===== src/rtl/des_s2p.sv =====
// Serial-to-parallel receiver: rebuilds MSB-first words aligned by a word strobe.
// Optional error counter (err_cnt, cnt_clr) enabled by defining DES_S2P_ERRCNT_EN.
module des_s2p #(
    parameter int WIDTH = 16
) (
    input  logic             clk,
    input  logic             rst,
    input  logic             sin,
    input  logic             sync,
    output logic [WIDTH-1:0] dout,
    output logic             dout_valid,
    input  logic             dout_ready,
    output logic             locked,
    output logic             align_err,
    output logic             ovf
`ifdef DES_S2P_ERRCNT_EN
    ,
    input  logic             cnt_clr,
    output logic [7:0]       err_cnt
`endif
);

    localparam int CW = $clog2(WIDTH);
    localparam logic [CW-1:0] LAST = CW'(WIDTH - 1);

    typedef enum logic [1:0] {HUNT, FILL, LOCK} state_t;

    state_t           state, state_nxt;
    logic [CW-1:0]    cnt, cnt_nxt;
    logic [WIDTH-1:0] shreg, shreg_nxt;
    logic             done, err_nxt, load, ovf_nxt;

    // NOTE: every output of this block is defaulted first so no path leaves a latch.
    always_comb begin
        state_nxt = state;
        cnt_nxt   = cnt;
        shreg_nxt = shreg;
        done      = 1'b0;
        err_nxt   = 1'b0;
        case (state)
            HUNT: begin
                if (sync) begin
                    shreg_nxt = {{(WIDTH-1){1'b0}}, sin};
                    cnt_nxt   = CW'(1);
                    state_nxt = FILL;
                end
            end
            default: begin
                if (sync && cnt != '0) begin
                    // Strobe mid-word: drop the partial and restart on this bit.
                    err_nxt   = 1'b1;
                    shreg_nxt = {{(WIDTH-1){1'b0}}, sin};
                    cnt_nxt   = CW'(1);
                    state_nxt = FILL;
                end else if (state == LOCK && cnt == '0 && !sync) begin
                    err_nxt   = 1'b1;
                    shreg_nxt = '0;
                    cnt_nxt   = '0;
                    state_nxt = HUNT;
                end else begin
                    shreg_nxt = {shreg[WIDTH-2:0], sin};
                    if (cnt == LAST) begin
                        done      = 1'b1;
                        cnt_nxt   = '0;
                        state_nxt = LOCK;
                    end else begin
                        cnt_nxt = cnt + 1'b1;
                    end
                end
            end
        endcase
    end

    // A completed word loads only if the holding register is free or draining now.
    assign load    = done && (!dout_valid || dout_ready);
    assign ovf_nxt = done && !load;
    assign locked  = (state == LOCK);

    // NOTE: sequential state uses non-blocking assignments so all registers update together.
    always_ff @(posedge clk or negedge rst) begin
        if (!rst) begin
            state      <= HUNT;
            cnt        <= '0;
            shreg      <= '0;
            dout       <= '0;
            dout_valid <= 1'b0;
            align_err  <= 1'b0;
            ovf        <= 1'b0;
        end else begin
            state     <= state_nxt;
            cnt       <= cnt_nxt;
            shreg     <= shreg_nxt;
            align_err <= err_nxt;
            ovf       <= ovf_nxt;
            if (load) begin
                dout       <= shreg_nxt;
                dout_valid <= 1'b1;
            end else if (dout_ready) begin
                dout_valid <= 1'b0;
            end
        end
    end

`ifdef DES_S2P_ERRCNT_EN
    logic [1:0] inc;
    logic [8:0] sum;

    assign inc = {1'b0, err_nxt} + {1'b0, ovf_nxt};
    assign sum = {1'b0, err_cnt} + {7'b0, inc};

    always_ff @(posedge clk or negedge rst) begin
        if (!rst) begin
            err_cnt <= '0;
        end else if (cnt_clr) begin
            err_cnt <= '0;
        end else if (sum[8]) begin
            err_cnt <= 8'hFF;
        end else begin
            err_cnt <= sum[7:0];
        end
    end
`endif

endmodule

===== config.mk =====
export PLATFORM = sky130hd
export DESIGN_NAME = des_s2p
export DESIGN_NICKNAME = d
export VERILOG_FILES = /design/src/rtl/des_s2p.sv
export SDC_FILE = /design/constraint.sdc
export NUM_CORES = 1
export LEC_CHECK = 0
export ABC_AREA = 0
export CORE_MARGIN = 1
export CORE_UTILIZATION = 53
export DETAILED_ROUTE_END_ITERATION = 12
export MAX_ROUTING_LAYER = met4
export PLACE_DENSITY = 0.79
export RECOVER_POWER = 50
export REMOVE_ABC_BUFFERS = 1
export SYNTH_ARGS = -nofsm -noshare
export SYNTH_HDL_FRONTEND = slang
export SYNTH_SLANG_ARGS = --single-unit

===== constraint.sdc =====
create_clock -name clk -period 2.5 [get_ports clk]
set_input_delay 0.5 -clock clk [delete_from_list [all_inputs] [get_ports clk]]
set_output_delay 0.5 -clock clk [all_outputs]
set_load 0.1 [all_outputs]

# Yosys cells after proc, flatten, opt, wreduce, memory -nomap -nowiden

Index checks and enable logic that the tools add are counted.
Widths: inputs -> output; s select.

Reduce and logical (&&, ||, !) cells: 15
Multiplexer cells: 23
Equality and inequality tests: 3
Add/subtract/negate cells: 1

Operator list:

| kind                | number |
|---|---|
| $mux 16             | 4 |
| $mux 4              | 5 |
| $mux 2              | 5 |
| $mux 1              | 9 |
| $reduce_bool 4->1   | 2 |
| $logic_and 1x1->1   | 5 |
| $add 4x1->4 const B | 1 |
| $eq 4x4->1 const B  | 1 |
| $logic_not 4->1     | 1 |
| $logic_not 1->1     | 3 |
| $eq 2x2->1 const B  | 1 |
| $logic_not 2->1     | 1 |
| $ne 2x2->1 const B  | 1 |
| $reduce_and 2->1    | 1 |
| $reduce_bool 2->1   | 1 |
| $logic_or 1x1->1    | 1 |

Logic and storage cells: 49
Input port bits: 5
Register bits: 41
Output and inout bits: 20

# Logic depth before layout (Yosys ltp)

Gate-level depths: netlist of run 1.

Depth after elaboration: 9
Gate-level depth with buffers: 8
Depth with buffers taken out: 6

# Worst setup path after synthesis of run 1

No wires, ideal clock.

Kind: flip-flop to output port
From: register state[1]
To: output port locked
Stages on the path, launching flop included: 3
Buffers on the path: 1
Data required time: 2.000 ns
Data arrival time: 1.921 ns
Path slack: 0.079 ns
Cell sequence: dfrtp_1 -> clkbuf_1 -> nor2b_1

Cells in the longest elaborated chain, start to end: 1

RTL lines:

| what                   | line | RTL |
|---|---|---|
| from (decl)            | 28   | `state_t state, state_nxt;` |
| from (signal assigned) | 90   | `state <= state_nxt;` |
| $eq 2x2->1             | 77   | `assign locked = (state == LOCK);` |
| to (decl)              | 13   | `output logic locked,` |

No other way between the ends.

# Worst setup path after layout of run 1

From: register cnt[0]
To: register shreg[4]

Cells in the longest elaborated chain, start to end: 6
Elaborated cells on any way between the ends: 8
Those cells by class: 3 x mux; 5 x reduce/logical

RTL lines:

| what                            | line | RTL |
|---|---|---|
| from (decl)                     | 29   | `logic [CW-1:0] cnt, cnt_nxt;` |
| from (signal assigned)          | 91   | `cnt <= cnt_nxt;` |
| $logic_not 4->1                 | 55   | `end else if (state == LOCK && cnt == '0 && !sync) begin` |
| $logic_and 1x1->1 (2 in series) | 55   |  |
| $mux 16                         | 55   |  |
| $mux 16 *                       | 49   | `if (sync && cnt != '0) begin` |
| $mux 16 *                       | 40   | `case (state)` |
| net shreg_nxt[4]                | 30   | `logic [WIDTH-1:0] shreg, shreg_nxt;` |
| to (signal assigned)            | 92   | `shreg <= shreg_nxt;` |
| to (decl)                       | 30   |  |

The timed path passes the listed nets; every way through them passes the cells marked *.
A chain may end at the register's enable or synchronous reset.

==> results.txt, run 1 <==
----------------------------------------------------
[Global routing]
  GRT overflow ... 0
  Antenna violations before repair ... 0
  First-pass GRT wire length ... 5380 microns
  Vias in the first global route ... approximately 1,200
  Maximum number of pins on one net before global-route repair ... 42
  Overall Global Routing Usage ... 21.6%

[CTS]
  Clk_lat worst skew ... 0.35 ns
  Clock sink count ... 41
  Number of buffers inserted during clock tree synthesis ... 5
  Clock tree from TritonCTS ... yes
  CTS Hold Buffers Added ... 0
  Clock input transition at the sequential cells of the worst setup and hold paths ... approximately 0.11 ns
  Maximum clock path buffer count ... 2
  Root buffer cell ... clkbuf_4
  CTS-repair resized insts ... 0
  H-tree depth ... 2

[Critical path]
  Cell breakdown of the critical path ... inv_1, ha_1, or3b_4, and2_4, buf_4, nor2_2, a22o_1
  Cell at the slowest stage of the critical path ... nor2_2
  Data arrival at the endpoint of the critical path ... approximately 2.5 ns
  Worst endpoint required time ... 2.79 ns
  Class of the most critical setup path ... flip-flop to flip-flop
  Largest stage delay on the critical path ... 0.51 ns
  Critical Path Source Type ... flip-flop
  Critical Path Sink Type ... flip-flop
  Critical path peak fanout ... 17

[STA]
  Achievable clock frequency ... 460 MHz
  Min Clock Period, post-route ... 2.17 ns
  Number of hold violations in the final report ... 0
  Unrepaired setup endpoints after global routing ... no
  Slew headroom ... -38.6%
  Least-Margin Pin Slew ... about 2.1 ns
  Fin crit share ... 87.0%
  Final-report setup violation count ... 0
  Clk_skew ... 0.00564 ns
  Setup total negative slack ... 0 ns
  Count of pins over their slew limit ... 42

[Route]
  Detailed-route wire length ... 3290 microns
  Routed length per instance ... 14.0 microns
  Via Count ... between 1,000 and 1,500
  Drt initial violations ... 44
  Residual DRC count ... 0
  Number of iterations in the first detailed-routing pass ... 5
  Post-detailed-route via-to-cell ratio ... 5.40
  Remaining antenna violation count ... 0

[Cells and area]
  Share of final-layout standard cells stronger than drive strength 1 ... 18.4%
  Post-route insts no fill ... about 230
  Total Nets Final ... 196
  Number of antenna diodes ... 0
  Area overhead of the layout relative to synthesis ... 18.3%
  Number of fill cells ... 237

[Logic synthesis]
  Yosys warnings ... 0
  Count of flip-flops with a built-in enable after synthesis ... 0
  Number of distinct library cells after synthesis ... 33
  Share of synthesized area occupied by flip-flops and latches ... 57.2%
  Area of the mapped netlist ... 1790 sq um
  Average footprint of a synthesized cell ... 11.6 sq um
  Share of flip-flops with an asynchronous set or reset ... 100%
  Area share of the leading cell type in the synthesized netlist ... 57.2%
  Flip-flop cell with the highest count after synthesis ... dfrtp_1
  Gate count of the mapped netlist ... 155
  Most area-consuming cells after synthesis ... dfrtp_1 57%, mux2i_1 8.4%, a22o_1 8.3%
  Most area-hungry cell type in the Yosys netlist ... dfrtp_1
  #FFs+latches synth ... 41

[Floorplanning]
  Chip Width ... 60.2 microns
  Vertical extent of the die ... 60.2 microns
  Area of the placeable core ... approximately 3100 sq um
  Die outline area ... 3620 sq um
  Initial Util ... 57.3%
  Num rows ... 20
  Io pins ... 25

[Placement]
  Placed instance count ... approximately 220
  Final GP Congestion ... 0.788
  Port Buffer Count ... 24
  Detailed-placement wirelength estimate ... 2260 microns

[Flow run]
  Max capacitance violation total ... 1

[Status]
  Failing checks ... capacitance limit, slew limit
  Outcome ... finished, violations left

[Min path]
  Hold Path Class ... flip-flop to flip-flop

----------------------------------------------------
## cells by family (layout without fill, tap and decap cells)
kind of cell | after synthesis | count (layout) | share of synthesized area [%]
AO/OA/AOI/OAI | 48 | 48 | 18.5
flip-flops | 41 | 41 | 57.2
AND/OR/NAND/NOR | 21 | 21 | 7.33
adder cells (fa/ha/maj) | 2 | 2 | 1.40
multiplexers | 16 | 16 | 9.00
buffers and inverters | 27 | 62 | 6.56
## worst paths after layout
check                            to  slack (ns)     start  cells past startpoint
setup / recovery           shreg[4]        0.33    cnt[0]                      7
hold / removal             dout[13]        0.52  dout[13]                      2
setup reg to reg           shreg[4]        0.33    cnt[0]                      7
hold reg to reg            dout[13]        0.52  dout[13]                      2
max in group asynchronous  shreg[0]        0.58       rst                      1
min in group asynchronous  dout[15]        0.73       rst                      1
## timing repair
item / in CTS / in global routing
pin swaps: 1 / 1
setup endpoints to repair: 1 / 1
setup buffers: 0 / 2
## cells in the mapped netlist, types with 2 or more instances
| library cell | number |
|---|---|
| o31ai_1 | 2 |
| buf_6 | 2 |
| nor2_1 | 2 |
| nor3_1 | 3 |
| a21oi_1 | 17 |
| o21ai_0 | 5 |
| ha_1 | 2 |
| mux2i_1 | 15 |
| clkbuf_1 | 5 |
| nand2_1 | 5 |
| inv_1 | 19 |
| a22o_1 | 17 |
| dfrtp_1 | 41 |
## sequential cells by signal (all words and copies together), names as in the netlist
signal	count
dout	16
shreg	16
cnt	4
state	2
align_err	1
dout_valid	1
ovf	1
## cell usage in the layout, fill, tap and decap left out, drive strengths merged, types with 2 or more instances in the layout
cell,netlist,layout
nor2,3,3
mux2i,15,15
clkdlybuf4s50,0,3
o21ai,5,5
inv,19,19
a21oi,18,18
clkbuf,5,18
ha,2,2
o31ai,2,2
buf,3,21
dfrtp,41,41
nand2,5,5
nor3,4,4
a22o,17,17
## metrics by stage
| stage | util, % | instance area, sq um | setup slack, ns | hold WS, ns |
|---|---|---|---|---|
| final | 67.8 | 2120 | 0.325 | 0.521 |
| after global routing | 67.8 | 2120 | 0.0941 | 0.546 |
| after CTS | 68.6 | 2140 | 0.0124 | 0.277 |
| after detailed placement | 65.8 | 2060 | -0.0660 | 0.501 |
| after global placement | 65.8 | 2060 | -0.0250 | 0.489 |
| after floorplan | - | 1750 | -0.294 | 0.204 |
## layer usage
metal,GRT usage [%],wire length [microns],up-vias
met2,34.5,1620,19
met5,-,0,-
met1,25.7,1520,623
li1,-,-,617
met4,7.97,42,0
met3,6.49,112,5
## worst max-delay path: cells and delay by family (launching register included)
family          cells  cell delay [ns]
buf+inv             2             0.25
flops               1             0.39
simple gates        3             1.07
fa+ha+maj           1             0.16
compound gates      1             0.24
## final cells by class
cell class,count,area (sq um),area share (%)
clock buffer,7,55.1,2.60
clock inverter,1,30.0,1.42
inverter,19,71.3,3.36
multi-input combinational,87,654,30.9
sequential,41,1030,48.4
tap,44,55.1,2.60
timing repair buffer,35,229,10.8
Power of run 1 is not shown: default switching activity piles up to over one toggle a cycle in this logic, so the estimate is an artifact.
==> inputs of run 2 (changes only) <==
Settings changed: ABC_AREA 0 to unset.
==> results of run 2 <==
Same layout as run 1: the final DEF is identical, and so are final timing and power.
Power of run 2 is left out for the same reason.
==> inputs of run 3 (changes only) <==
Settings changed: CORE_UTILIZATION 53 to 48, PLACE_DENSITY 0.79 to 0.75.
Clock period 2.5 ns to 1.9 ns, I/O delays scaled along.
==> results.txt, run 3 (synthesis results as in run 1) <==
----------------------------------------------------
[Critical path]
  Critical Path Source Type ... flip-flop
  Class of the most critical setup path ... flip-flop to flip-flop
  Cell type group with the largest total delay on the critical path ... simple AND/OR/NAND/NOR gates
  Critical path peak fanout ... 5
  Data arrival at the endpoint of the critical path ... 2.05 ns
  Largest stage delay on the critical path ... approximately 0.46 ns
  Critical Path Sink Type ... flip-flop
  Cell breakdown of the critical path ... inv_2, ha_4, or4b_4, a21oi_4, nor3_4, buf_12, mux2_4
  Worst endpoint required time ... approximately 2.1 ns
  Cell at the slowest stage of the critical path ... or4b_4
  Bufs and invs on worst path ... 2

[Global routing]
  Vias in the first global route ... 1,294
  First-pass GRT wire length ... approximately 5800 microns
  Antenna violations before repair ... 0
  GRT overflow ... 0
  Overall Global Routing Usage ... 19.7%
  Maximum number of pins on one net before global-route repair ... 42

[Route]
  Routed length per instance ... 14.2 microns
  Residual DRC count ... 0
  Post-detailed-route via-to-cell ratio ... roughly 5.4
  Remaining antenna violation count ... 0
  Drt initial violations ... 76
  Detailed-route wire length ... 3470 microns
  Number of iterations in the first detailed-routing pass ... 5
  Via Count ... 1,310

[STA]
  Final-report setup violation count ... 0
  Slew headroom ... 36.7%
  Count of pins over their slew limit ... 0
  Number of hold violations in the final report ... 0
  Fin crit share ... 98.5%
  Min Clock Period, post-route ... 1.87 ns
  Clk_skew ... 0.00835 ns
  Unrepaired setup endpoints after global routing ... yes
  Achievable clock frequency ... 535 MHz
  Final Worst Setup Slack ... 0.0293 ns
  Least-Margin Pin Slew ... around 0.95 ns

[CTS]
  Clock tree from TritonCTS ... yes
  CTS Hold Buffers Added ... 0
  Clk_lat worst skew ... ~0.29 ns
  Maximum clock path buffer count ... 2
  Clock sink count ... roughly 40
  Root buffer cell ... clkbuf_8
  Number of buffers inserted during clock tree synthesis ... 5
  H-tree depth ... 2
  Clock input transition at the sequential cells of the worst setup and hold paths ... 0.08 ns

[Pwr]
  Largest voltage drop on the vdd net ... 0.000929 V
  Fraction of power consumed by combinational cells ... 52.2%
  Sequential group share of total power ... a little over 30%
  Clock power frac ... 17.2%
  Switching power as a share of total power ... 51.0%
  Power per standard cell area ... ~1700 nW/um^2
  Pint ... 1990 uW
  Total Power Consumption ... 4060 uW
  Switching power ... 2070 uW
  Leakage power summed over all cells ... ~0.0011 uW

[Cells and area]
  Most frequent cells in the layout ... 41 x dfrtp_1, 28 x buf_4, 17 x a22o_1, 17 x inv_1, 17 x a21oi_1
  Largest registers ... dout x16, shreg x16, cnt x4
  Leading cell type in the layout, fill and taps excluded ... dfrtp_1
  Number of antenna diodes ... 0
  Storage element area ... approximately 1000 sq um
  Share of final-layout standard cells stronger than drive strength 1 ... around 31%
  Multi-input combinational cell area ... 696 sq um
  Total Nets Final ... a little over 200
  Area overhead of the layout relative to synthesis ... 30.0%
  Number of fill cells ... approximately 270

[Floorplanning]
  Die outline area ... 3980 sq um
  Vertical extent of the die ... 63.1 microns
  Num rows ... 21
  Chip Width ... around 63 microns
  Io pins ... 25
  Initial Util ... just over 50%
  Area of the placeable core ... 3470 sq um

[Placement]
  Port Buffer Count ... 24
  Detailed-placement wirelength estimate ... 2310 microns
  Final GP Congestion ... 0.815
  Post-Place Setup Slack ... -0.248 ns

[Min path]
  Hold Path Class ... primary input to async pin

[Status]
  Outcome ... complete, no violations

[Flow run]
  Max capacitance violation total ... 0

----------------------------------------------------
==> run 3: changes by cell type in the layout (fill, tap and decap cells not counted), moves of 3 or more <==
cell      change
clkbuf_2      +7
clkbuf_1     -12
clkbuf_8      +4
clkbuf_4      -5
buf_12        +3
buf_4         +7
==> run 3: per-stage QoR <==
stage | utilization (%) | setup TNS (ns) | instance area [sq um] | hold WS (ns) | cells
5_1_grt | 67.2 | -0.152 | 2330 | 0.405 | 244
2_1_floorplan | - | -26.87 | 1750 | 0.0844 | 147
3_3_place_gp | 62.3 | -6.52 | 2160 | 0.464 | 231
4_1_cts | 66.7 | 0 | 2310 | 0.146 | 241
6_report | 67.2 | 0 | 2330 | 0.296 | 244
3_5_place_dp | 62.3 | -7.47 | 2160 | 0.470 | 231
==> run 3: final timing paths <==
path | from | to | slack [ns] | cells past startpoint
setup / recovery | cnt[1] | dout[0] | 0.03 | 7
hold reg to reg | shreg[15] | shreg[15] | 0.51 | 1
max in group asynchronous | rst | dout[15] | 1.00 | 2
hold / removal | rst | cnt[2] | 0.30 | 2
min in group clk | shreg[15] | shreg[15] | 0.51 | 1
setup reg to reg | cnt[1] | dout[0] | 0.03 | 7
==> run 3: power by group through the flow <==
| stage | clock network (uW) | registers [uW] | logic [uW] |
|---|---|---|---|
| after CTS | 714 | 1260 | 2160 |
| after floorplan | 0 | 2470 | 363 |
| after detailed placement | 0 | 1270 | 2140 |
| final | 699 | 1240 | 2120 |
| after global placement | 0 | 1250 | 2110 |
| after global routing | 757 | 1270 | 2220 |
==> run 3: area by class of cell <==
cell class / count / share of cell area, %
well taps: 46 / 2.47
clock buffers: 5 / 2.95
inverters: 19 / 3.06
clock inverters: 3 / 1.99
repair buffers: 43 / 15.7
flip-flops and latches: 41 / 44.0
multi-input cells: 87 / 29.8
==> run 3: repair_timing <==
action	in CTS	in global routing
endpoints found under the setup margin	34	31
gates resized for setup	4	8
pin swaps	2	1
cloned	0	1
setup buffers	2	3
==> run 3: per-layer routing <==
layer	share of wire (%)	global-route usage, %	vias up
li1	-	-	635
met1	43	23.9	642
met2	52	31.5	26
met3	3.4	5.43	7
met4	1.6	6.98	0
met5	0	-	-
Power figures use the tool's default switching activity.
